### src/rtl/eth_frame_tx.sv
// eth_frame_tx: byte-wide Ethernet frame transmitter.
// Wraps buffer bytes with preamble/SFD, zero pad, CRC-32 FCS and IFG.
module eth_frame_tx #(
   parameter int ADDR_W     = 11,
   parameter int RD_LAT     = 2,
   parameter int MIN_LEN    = 60,
   parameter int IFG_BYTES  = 12,
   parameter bit SEQ_EN     = 1'b0,
   parameter int SEQ_OFFSET = 42
) (
   input  logic              clock,
   input  logic              rst,
   input  logic              start,
   input  logic [ADDR_W-1:0] base_addr,
   input  logic [ADDR_W:0]   frame_len,
   input  logic [7:0]        repeat_count,
   output logic [ADDR_W-1:0] mem_address,
   input  logic [7:0]        mem_q,
   output logic [7:0]        tx_data,
   output logic              tx_en,
   output logic              busy,
   output logic              done,
   output logic              err,
   output logic [15:0]       seq
);
   localparam int CW = ADDR_W + 2;
   localparam logic [CW-1:0] ONE   = CW'(1);
   localparam logic [CW-1:0] MIN_C = CW'(MIN_LEN);
   localparam logic [CW-1:0] IFG_C = CW'(IFG_BYTES);
   localparam logic [CW-1:0] SEQ_C = CW'(SEQ_OFFSET);
   localparam logic [CW-1:0] FET_C = CW'(8 - RD_LAT);
   localparam logic [ADDR_W:0] LONE = (ADDR_W+1)'(1);

   typedef enum logic [2:0] {
      IDLE, PRE, SFD, DATA, PAD, FCS, IFG
   } state_t;

   state_t            state, state_n;
   logic [CW-1:0]     cnt, cnt_n;
   logic [ADDR_W-1:0] base_q;
   logic [ADDR_W:0]   len_q;
   logic [ADDR_W:0]   rd_left;
   logic [7:0]        rep_q;
   logic [31:0]       crc;
   logic [31:0]       crc_inv;
   logic [CW-1:0]     len_x;
   logic [CW-1:0]     cnt_inc;
   logic              accept, reject, fetch_go;
   logic              tx_en_d, busy_d, done_d, err_d;
   logic [7:0]        tx_data_d;

   function automatic logic [31:0] crc_byte(
      input logic [31:0] c,
      input logic [7:0]  d
   );
      logic [31:0] r;
      r = c ^ {24'd0, d};
      for (int i = 0; i < 8; i++)
         r = r[0] ? ((r >> 1) ^ 32'hEDB8_8320) : (r >> 1);
      return r;
   endfunction

   assign crc_inv = ~crc;
   assign len_x   = {1'b0, len_q};
   assign cnt_inc = cnt + ONE;
   assign accept  = (state == IDLE) && start && (frame_len != '0);
   assign reject  = (state == IDLE) && start && (frame_len == '0);
   assign fetch_go = ((state_n == PRE) && (cnt_n == FET_C))
                   || ((state_n == SFD) && (RD_LAT == 1));

   // state, counters, CRC, sequence number and read-address walker
   always_ff @(posedge clock) begin
      if (rst) begin
         state       <= IDLE;
         cnt         <= '0;
         base_q      <= '0;
         len_q       <= '0;
         rep_q       <= '0;
         crc         <= '1;
         seq         <= '0;
         rd_left     <= '0;
         mem_address <= '0;
      end else begin
         state <= state_n;
         cnt   <= cnt_n;
         if (accept) begin
            base_q <= base_addr;
            len_q  <= frame_len;
            rep_q  <= repeat_count;
         end else if (state == IFG && state_n == PRE) begin
            rep_q <= rep_q - 8'd1;
         end
         if (state_n == SFD)
            crc <= '1;
         else if (state_n == DATA || state_n == PAD)
            crc <= crc_byte(crc, tx_data_d);
         if (state != IFG && state_n == IFG)
            seq <= seq + 16'd1;
         if (fetch_go) begin
            mem_address <= base_q;
            rd_left     <= len_q - LONE;
         end else if (rd_left != '0) begin
            mem_address <= mem_address + ADDR_W'(1);
            rd_left     <= rd_left - LONE;
         end
      end
   end

   // next state and per-state cycle counter
   always_comb begin
      state_n = state;
      cnt_n   = cnt_inc;
      unique case (state)
         IDLE: begin
            cnt_n = '0;
            if (accept) state_n = PRE;
         end
         PRE: begin
            if (cnt == CW'(6)) begin
               state_n = SFD;
               cnt_n   = '0;
            end
         end
         SFD: begin
            state_n = DATA;
            cnt_n   = '0;
         end
         DATA: begin
            if (cnt_inc == len_x) begin
               if (len_x < MIN_C) begin
                  state_n = PAD;
               end else begin
                  state_n = FCS;
                  cnt_n   = '0;
               end
            end
         end
         PAD: begin
            if (cnt_inc == MIN_C) begin
               state_n = FCS;
               cnt_n   = '0;
            end
         end
         FCS: begin
            if (cnt == CW'(3)) begin
               state_n = IFG;
               cnt_n   = '0;
            end
         end
         IFG: begin
            if (cnt_inc == IFG_C) begin
               state_n = (rep_q != 8'd0) ? PRE : IDLE;
               cnt_n   = '0;
            end
         end
         default: begin
            state_n = IDLE;
            cnt_n   = '0;
         end
      endcase
   end

   // next output values, decoded from the upcoming state
   always_comb begin
      tx_en_d   = 1'b0;
      tx_data_d = 8'h00;
      busy_d    = (state_n != IDLE);
      done_d    = (state == IFG) && (state_n == IDLE);
      err_d     = reject;
      unique case (state_n)
         PRE: begin
            tx_en_d   = 1'b1;
            tx_data_d = 8'h55;
         end
         SFD: begin
            tx_en_d   = 1'b1;
            tx_data_d = 8'hD5;
         end
         DATA: begin
            tx_en_d   = 1'b1;
            tx_data_d = mem_q;
            if (SEQ_EN && cnt_n == SEQ_C)
               tx_data_d = seq[15:8];
            else if (SEQ_EN && cnt_n == SEQ_C + ONE)
               tx_data_d = seq[7:0];
         end
         PAD: begin
            tx_en_d = 1'b1;
         end
         FCS: begin
            tx_en_d   = 1'b1;
            tx_data_d = crc_inv[{cnt_n[1:0], 3'b000} +: 8];
         end
         default: begin
            tx_en_d = 1'b0;
         end
      endcase
   end

   // registered outputs toward the PHY path
   always_ff @(posedge clock) begin
      if (rst) begin
         tx_en   <= 1'b0;
         tx_data <= 8'h00;
         busy    <= 1'b0;
         done    <= 1'b0;
         err     <= 1'b0;
      end else begin
         tx_en   <= tx_en_d;
         tx_data <= tx_data_d;
         busy    <= busy_d;
         done    <= done_d;
         err     <= err_d;
      end
   end

endmodule
### config.mk
export PLATFORM = sky130hd
export DESIGN_NAME = eth_frame_tx
export DESIGN_NICKNAME = d
export VERILOG_FILES = /design/src/rtl/eth_frame_tx.sv
export SDC_FILE = /design/constraint.sdc
export NUM_CORES = 1
export LEC_CHECK = 0
export BUFFER_PORTS_ARGS = -buffer_cell sky130_fd_sc_hd__buf_2
export CAP_MARGIN = 30
export CORE_UTILIZATION = 58
export DETAILED_ROUTE_END_ITERATION = 16
export MAX_ROUTING_LAYER = met4
export PLACE_DENSITY = 0.77
export SLEW_MARGIN = 25
export SYNTH_ARGS = -nofsm -noshare
export SYNTH_HDL_FRONTEND = slang
export SYNTH_SLANG_ARGS = --single-unit
### constraint.sdc
create_clock -name clock -period 12.4 [get_ports clock]
set_clock_uncertainty 0.1 [all_clocks]
set_input_delay 1.24 -clock clock [delete_from_list [all_inputs] [get_ports clock]]
set_output_delay 1.24 -clock clock [all_outputs]
set_load 0.01 [all_outputs]
==> parameters.txt, run 1 <==
Parameter                              Value

Run status
  Run status ... finished clean

Critical path
  Startpoint of the worst register-to-register path ... cnt[0]$_SDFF_PP0_
  Required @ worst endpoint ... 12.63 ns
  Startpoint Class ... flop
  Family of cells with the greatest summed delay on the critical path ... simple AND/OR/NAND/NOR gates
  Worst stage delay on the critical path ... just over 0.9 ns
  Critical path capture point type ... flop
  Number of cells on the worst reg-to-reg path ... 14
  Critical path, cell by cell ... ha_1, nand3_2, nor2_1, xnor2_1, a2111oi_2, nand4_2, a211oi_2, and4_1, mux2i_1, ha_1, o21ai_0, nor4_1, xnor2_1, a211oi_1
  Worst setup path category ... flop to flop
  Worst-path fanout max ... 23
  Stages on the worst setup path ... 14
  Arrival time reported for the critical path endpoint ... 6.06 ns
  Slack of the worst reg-to-reg path ... 6.57 ns
  Worst Path Buf+Inv ... 0
  Crit-path slowest cell ... and4_1
  Endpoint of the worst-slack reg-to-reg timing path ... rd_left[10]$_SDFFE_PP0P_

Power
  Sequential share of power ... 0.382
  Clock share of power ... 0.406
  Switching power ... roughly 0.37 mW
  Largest vdd supply drop ... 135 uV
  Part of the total power dissipated in combinational logic ... 0.212
  Switching part of the total power ... 0.300
  Int Power ... about 0.85 mW
  Final Power ... about 1.2 mW
  Leakage power of the design ... roughly 3.6 nW
  Pwr Density ... about 140 nW/um^2

Global route
  First-pass GRT wire length ... 32900 microns
  Vias in the first global route ... roughly 6700
  Antenna violations before repair ... 0
  Aggregate global-route resource usage ... 0.297
  Remaining Overflow, GRT ... 0
  Largest net degree at the start of global routing ... 62

Finish
  Post-route cell area ... 8840 sq um
  Proportion of layout cells with a drive suffix above 1 ... 0.163
  Layout overhead on the synthesized area ... 11.4%
  Antenna fix cells ... 0
  # nets final ... 1049

Yosys
  Post-synthesis cell type with the largest combined area ... dfxtp_1
  Leading cell types by total area after synthesis ... dfxtp_1, xnor2_1, nand2_1
  Post-Syn Nets ... about 1000
  Most numerous cell in the Yosys netlist ... dfxtp_1
  Most frequent cells after synthesis ... dfxtp_1, nand2_1, nor2_1
  Distinct cell type count after synthesis ... 89
  Proportion of register bits with asynchronous set or reset after synthesis ... 0
  Fraction of synthesized cell area taken by the top area cell type ... 0.328
  Total number of yosys warnings ... 0
  Cells after synthesis ... approximately 960
  Seq cells post-synth ... 130
  Sequential cell area fraction in the yosys report ... 0.328
  Combined area of all synthesized cells ... 7940 sq um
  Post-synthesis average cell area ... roughly 8.3 sq um
  Leading register cell type out of synthesis ... dfxtp_1
  EDFF count, synth ... 0

Placed design
  Buffers on Ports ... 80
  Estimated wirelength of the detail-placed design ... 13700 microns
  Placer Congestion ... about 0.92
  Instance area after placement ... 8240 sq um

Timing
  Number of failing hold endpoints at the final stage ... 0
  Worst slew margin relative to its limit ... 0.377
  Total negative slack for setup checks ... 0 ns
  Timing-limited maximum frequency ... between 150 and 200 MHz
  Clock period minus final worst setup slack ... 5.83 ns
  RSZ-0062 raised after global routing ... false
  Max Transition Viols Final ... 0
  Portion of the clock cycle consumed by the worst path in the final layout ... 0.470
  Transition time at the pin with the least slew margin ... 0.935 ns
  Final setup vio count ... 0

Clock network
  Clock-pin slew on the worst setup and hold paths ... 0.06 ns
  Number of buffers on the longest clock path ... 2
  Post_cts resized ... 0
  CTS Hold Buffers Added ... 0
  Worst-Skew Late Latency ... between 0.4 and 0.5 ns
  Number of CTS-inserted buffers ... 17
  Postcts setup bufs ... 0
  Clk sinks ... between 100 and 150
  Deepest level of the CTS H-tree ... 4
  TritonCTS clock tree ... yes
  Clock root buffer master ... clkbuf_16

Die
  Starting density of the core ... 0.597
  Core outline area ... 13300 sq um
  Floorplan die height ... between 100 and 150 microns
  IO Count ... 81
  Site row count ... 42
  Die outline area ... 14200 sq um
  Die outline width ... 119 microns

Routing
  DRT iter0 DRCs ... approximately 500
  Post-DR wirelength/cell ... roughly 17 microns
  Total via count after detailed routing ... 7043
  Number of detailed-route iterations in the first pass ... 5
  DRC violation count after routing ... 0
  Antenna-violating nets left ... 0
  Via density ... 5.93
  Total Wirelength ... approximately 20000 microns

Min path
  Min-delay worst type ... flop to flop
  Endpoint of the worst hold-timing path ... base_q[9]$_SDFFE_PP0P_
  Cell count of the worst hold path ... 2
  Launch instance of the worst min-delay path ... base_q[9]$_SDFFE_PP0P_

Job
  Maxcap violations ... 0
[power by group through the flow]
stage	clock network, mW	logic [mW]	registers (mW)
2_1_floorplan	0	0.207	0.468
3_3_place_gp	0	0.249	0.474
3_5_place_dp	0	0.254	0.474
4_1_cts	0.498	0.257	0.466
5_1_grt	0.515	0.288	0.469
6_report	0.495	0.258	0.467
[layout by cell type (no fill, tap or decap), types with 4 or more instances in the layout]
master and instances:
a211oi_1 16, and4_1 5, nand2b_1 10, o21a_1 4, o211ai_1 9, nor4_1 12, dfxtp_1 130, nor3b_1 4
buf_4 6, a31oi_1 11, nor2_1 120, clkbuf_16 17, or4_1 5, a21oi_1 65, nand4_1 18, clkinv_4 4
mux2i_1 36, inv_1 14, and2_1 5, xor2_1 42, or3_1 9, nor3_1 14, o21ai_1 11, buf_2 80
clkinv_2 4, xnor2_1 67, and3_1 7, nand2_1 124, o21ai_0 28, xnor3_1 4, ha_1 8, o22ai_1 4
nand3_1 19, a211oi_2 6, nor2b_1 5
[area by class of cell]
class                           count  area (sq um)
Multi-Input combinational cell    747          4920
Fill cell                        1131          4450
Sequential cell                   130          2600
Timing Repair Buffer               87           457
Clock buffer                       17           425
Clock inverter                     15           159
Tap cell                          176           220
Inverter                           16          60.1
[how the worst max path moves through the flow]
stage,start,end,slack (ns)
finish,cnt[0]$_SDFF_PP0_,rd_left[10]$_SDFFE_PP0P_,6.57
global route,cnt[0]$_SDFF_PP0_,rd_left[10]$_SDFFE_PP0P_,6.03
CTS,cnt[0]$_SDFF_PP0_,rd_left[8]$_SDFFE_PP0P_,6.66
detailed placement,start,rd_left[8]$_SDFFE_PP0P_,6.46
global placement,start,rd_left[8]$_SDFFE_PP0P_,6.58
floorplan,start,rd_left[8]$_SDFFE_PP0P_,7.70
[per-layer routing]
layer | track usage | vias to the layer above | part of all wire
li1 | - | 3437 | -
met1 | 0.370 | 3356 | 0.46
met2 | 0.480 | 215 | 0.47
met3 | 0.0551 | 35 | 0.050
met4 | 0.109 | 0 | 0.022
met5 | - | - | 0
[sequential cells by signal (all words and copies together), names as in the netlist]
register     cells
base_q          11
busy             1
cnt             13
crc             32
done             1
err              1
len_q           12
mem_address     11
rd_left         12
rep_q            8
seq             16
state            3
tx_data          8
tx_en            1
[through the flow]
| step | hold slack, ns | setup WS (ns) | utilization | std cells |
|---|---|---|---|---|
| after floorplan | 0.336 | 7.70 | - | 956 |
| after global placement | 0.343 | 6.58 | 0.619 | 1154 |
| after detailed placement | 0.347 | 6.46 | 0.620 | 1155 |
| after CTS | 0.355 | 6.66 | 0.664 | 1187 |
| after global routing | 0.380 | 6.03 | 0.665 | 1188 |
| final | 0.357 | 6.57 | 0.665 | 1188 |
[logic make-up (layout without fill, tap and decap cells)]
group,after synthesis,count (layout),share of synthesized area
simple gates,379,379,0.229
buf+inv,79,135,0.0551
xor+xnor,121,121,0.153
fa+ha+maj,8,8,0.0126
flops,130,130,0.328
compound gates,202,202,0.176
mux,37,37,0.0468
[tightest hold or removal path, cell delays in order, from the launching register on]
cell	delay, ns
dfxtp_1	0.31
nand2_1	0.05
a21oi_1	0.05
(Power assumes the default switching activity.)
==> inputs of run 2 (changes only) <==
Settings changed: ABC_AREA set to 1.
Clock period 12.4 ns to 5.4 ns, I/O delays scaled along.
==> run 2 against run 1 <==
Worst setup slack got worse by 6.2 ns. Register-to-register slack got worse by 6.2 ns. Sequential power rose by 130%. Fmax rose by 16%. Global-route usage rose by 4.3 points. Via count rose by 21%. Area after synthesis rose by 2.4%. Routed wire length rose by 16%. Sequential cell count did not move.
==> parameters.txt, run 2 <==
Parameter                              Value

Yosys
  Post-synthesis average cell area ... 6.33 sq um (was 8.31 sq um)
  Main combinational cell family by area after synthesis ... simple AND/OR/NAND/NOR gates (unchanged)
  Total number of yosys warnings ... 0 (unchanged)
  Post-Syn Nets ... 1335 (was 1006)
  EDFF count, synth ... 0 (unchanged)
  Most numerous cell in the Yosys netlist ... nand2_1 (was dfxtp_1)
  Synth Area in Compound Gates ... 0.126 (was 0.176)
  Post-synthesis share of cell area spent on and, or, nand and nor gates ... 0.412 (was 0.229)
  Sequential cell area fraction in the yosys report ... 0.320 (was 0.328)
  Fraction of synthesized cell area taken by the top area cell type ... 0.320 (was 0.328)
  Distinct cell type count after synthesis ... 47 (was 89)
  Seq cells post-synth ... 130 (unchanged)
  Proportion of register bits with asynchronous set or reset after synthesis ... 0 (unchanged)
  Leading register cell type out of synthesis ... dfxtp_1 (unchanged)
  Most frequent cells after synthesis ... nand2_1, nand3_1, inv_1 (was dfxtp_1, nand2_1, nor2_1)
  Post-Synth XOR/XNOR Area ... 0.0331 (was 0.153)
  Cells after synthesis ... 1285 (was 956)
  Multiplexer share of the synthesized area ... 0 (was 0.0468)
  Post-synthesis cell type with the largest combined area ... dfxtp_1 (unchanged)
  Post-Synth Adder-Cell Area ... 0.0123 (was 0.0126)
  Combined area of all synthesized cells ... 8130 sq um (was 7940 sq um)
  Leading cell types by total area after synthesis ... dfxtp_1, nand2_1, nand3_1 (was dfxtp_1, xnor2_1, nand2_1)

Timing
  Post-Route Hold Slack ... 0.260 ns (was 0.357 ns)
  Portion of the clock cycle consumed by the worst path in the final layout ... 0.931 (was 0.470)
  Worst slew margin relative to its limit ... 0.376 (was 0.377)
  Setup slack after layout ... 0.372 ns (was 6.57 ns)
  Total negative slack for setup checks ... 0 ns (unchanged)
  Max Transition Viols Final ... 0 (unchanged)
  Number of failing hold endpoints at the final stage ... 0 (unchanged)
  Timing-limited maximum frequency ... 199 MHz (was 171 MHz)
  Clock period minus final worst setup slack ... 5.03 ns (was 5.83 ns)
  RSZ-0062 raised after global routing ... false (unchanged)
  Final setup vio count ... 0 (unchanged)
  Transition time at the pin with the least slew margin ... 0.933 ns (was 0.935 ns)

Finish
  Top library cells by usage in the layout, fill and taps aside ... nand2_1, nand3_1, inv_1 (was dfxtp_1, nand2_1, nor2_1)
  Register cell area after layout ... 2600 sq um (unchanged)
  FILL cells ... 1251 (was 1131)
  # nets final ... 1401 (was 1049)
  Antenna fix cells ... 0 (unchanged)
  Largest register FFs ... 32 (unchanged)
  Proportion of layout cells with a drive suffix above 1 ... 0.139 (was 0.163)
  Layout overhead on the synthesized area ... 12.3% (was 11.4%)
  Registers with the highest flip-flop counts ... crc: 32 flops, seq: 16 flops, cnt: 13 flops (unchanged)
  Register bank with the most flops ... crc (unchanged)
  Most common cell after layout, fill and taps aside ... nand2_1 (was dfxtp_1)
  Area of combinational cells with multiple inputs ... 4740 sq um (was 4920 sq um)
  Post-route cell area ... 9140 sq um (was 8840 sq um)

Run status
  Run status ... finished clean (unchanged)

Clock network
  Postcts setup bufs ... 0 (unchanged)
  Worst-Skew Late Latency ... 0.43 ns (was 0.42 ns)
  Clk sinks ... 130 (unchanged)
  Post_cts resized ... 0 (unchanged)
  Number of CTS-inserted buffers ... 17 (unchanged)
  CTS Hold Buffers Added ... 0 (unchanged)
  Clock root buffer master ... clkbuf_16 (unchanged)
  Deepest level of the CTS H-tree ... 4 (unchanged)
  TritonCTS clock tree ... yes (unchanged)
  Clock-pin slew on the worst setup and hold paths ... 0.06 ns (about the same)
  Number of buffers on the longest clock path ... 2 (unchanged)

Die
  IO Count ... 81 (unchanged)
  Site row count ... 42 (unchanged)
  Starting density of the core ... 0.605 (was 0.597)
  Floorplan die height ... 120 microns (was 119 microns)
  Die outline area ... 14500 sq um (was 14200 sq um)
  Die outline width ... 120 microns (was 119 microns)
  Core outline area ... 13500 sq um (was 13300 sq um)

Min path
  Min-delay worst type ... input pin to flop (was flop to flop)

Global route
  Remaining Overflow, GRT ... 0 (unchanged)
  Vias in the first global route ... 7544 (was 6669)
  Largest net degree at the start of global routing ... 51 (was 62)
  Antenna violations before repair ... 0 (unchanged)
  First-pass GRT wire length ... 37800 microns (was 32900 microns)
  Aggregate global-route resource usage ... 0.340 (was 0.297)

Critical path
  Critical path capture point type ... flop (unchanged)
  Arrival time reported for the critical path endpoint ... 5.22 ns (was 6.06 ns)
  Startpoint Class ... flop (unchanged)
  Required @ worst endpoint ... 5.59 ns (was 12.63 ns)
  Worst-path fanout max ... 31 (was 23)
  Worst setup path category ... flop to flop (unchanged)

Placed design
  Placer Congestion ... 0.947 (was 0.924)
  Worst slack at placement ... 0.592 ns (was 6.46 ns)
  Estimated wirelength of the detail-placed design ... 16800 microns (was 13700 microns)
  Buffers on Ports ... 80 (unchanged)
  Instance area after placement ... 8580 sq um (was 8240 sq um)

Routing
  Post-DR wirelength/cell ... 15.0 microns (was 16.7 microns)
  Via density ... 5.54 (was 5.93)
  Antenna-violating nets left ... 0 (unchanged)
  DRC violation count after routing ... 0 (unchanged)
  Total via count after detailed routing ... 8526 (was 7043)
  Total Wirelength ... 23100 microns (was 19900 microns)
  DRT iter0 DRCs ... 736 (was 496)
  Number of detailed-route iterations in the first pass ... 8 (was 5)

Power
  Largest vdd supply drop ... 229 uV (was 135 uV)
  Leakage power of the design ... 4.49 nW (was 3.64 nW)
  Pwr Density ... 311 nW/um^2 (was 138 nW/um^2)

Job
  Maxcap violations ... 0 (unchanged)
-- run 2: changes by cell type after synthesis, moves of 11 or more --
cell	before	now
a211oi_1	16	1
a21oi_1	66	52
inv_1	14	142
inv_2	0	12
mux2i_1	36	0
nand2_1	124	369
nand2_2	0	19
nand3_1	19	148
nor2_2	0	11
o21ai_0	28	74
xnor2_1	67	6
xor2_1	42	21
-- run 2: layer usage --
layer | GRT usage | share of wire | routed length, microns
met5 | - | 0 | 0
met4 | 0.0610 | 0.0094 | 216
met3 | 0.0750 | 0.092 | 2120
met2 | 0.503 | 0.43 | 9870
met1 | 0.479 | 0.47 | 10900
-- run 2: critical path, stage by stage, from the launching register on --
cell	delay (ns)
dfxtp_1	0.51
ha_1	0.30
nand3_1	0.18
nand2_1	0.12
nand2_1	0.15
nand2_1	0.09
nand2_1	0.05
nor2_1	0.13
nand2_1	0.07
nor2_1	0.12
nand3_1	0.15
nand2_2	0.14
nand3_4	0.27
nand2_2	0.30
inv_2	0.14
nand3_1	0.10
inv_1	0.07
nand3_4	0.30
inv_1	0.13
nor2_1	0.72
inv_1	0.24
nand2_1	0.38
nor2_1	0.11
-- run 2: kinds of logic (layout without fill, tap and decap cells) --
logic type | Yosys count | count (layout)
AND/OR/NAND/NOR | 742 | 742
buffers and inverters | 195 | 273
AO/OA/AOI/OAI | 181 | 181
flip-flops | 130 | 130
XOR/XNOR | 29 | 29
adder cells (fa/ha/maj) | 8 | 8
-- run 2: cell type report --
| cell class | instances | area share |
|---|---|---|
| multi-input cells | 960 | 0.519 |
| well taps | 176 | 0.0241 |
| flip-flops and latches | 130 | 0.285 |
| inverters | 158 | 0.0649 |
| clock inverters | 12 | 0.00931 |
| repair buffers | 84 | 0.0479 |
| clock buffers | 19 | 0.0496 |
-- run 2: final timing paths --
kind	from	endpoint	slack, ns	cells after the start
setup / recovery	cnt[0]$_SDFF_PP0_	rd_left[0]$_SDFFE_PP0P_	0.37	22
hold / removal	base_addr[0]	base_q[0]$_SDFFE_PP0P_	0.26	3
setup reg to reg	cnt[0]$_SDFF_PP0_	rd_left[0]$_SDFFE_PP0P_	0.37	22
hold reg to reg	seq[15]$_SDFFE_PP0P_	seq[15]$_SDFFE_PP0P_	0.36	1
-- run 2: through the flow --
| stage | power, mW | util | std cells |
|---|---|---|---|
| floorplan | 1.62 | - | 1285 |
| global route | 3.00 | 0.679 | 1539 |
| detailed placement | 1.78 | 0.638 | 1507 |
| global placement | 1.77 | 0.638 | 1507 |
| CTS | 2.84 | 0.678 | 1538 |
| finish | 2.84 | 0.679 | 1539 |
-- run 2: where the power goes --
group          leakage (nW)  internal, mW  switching [mW]
Sequential             1.06          1.03          0.0518
Combinational          3.17         0.233           0.461
Clock                 0.257         0.607           0.455
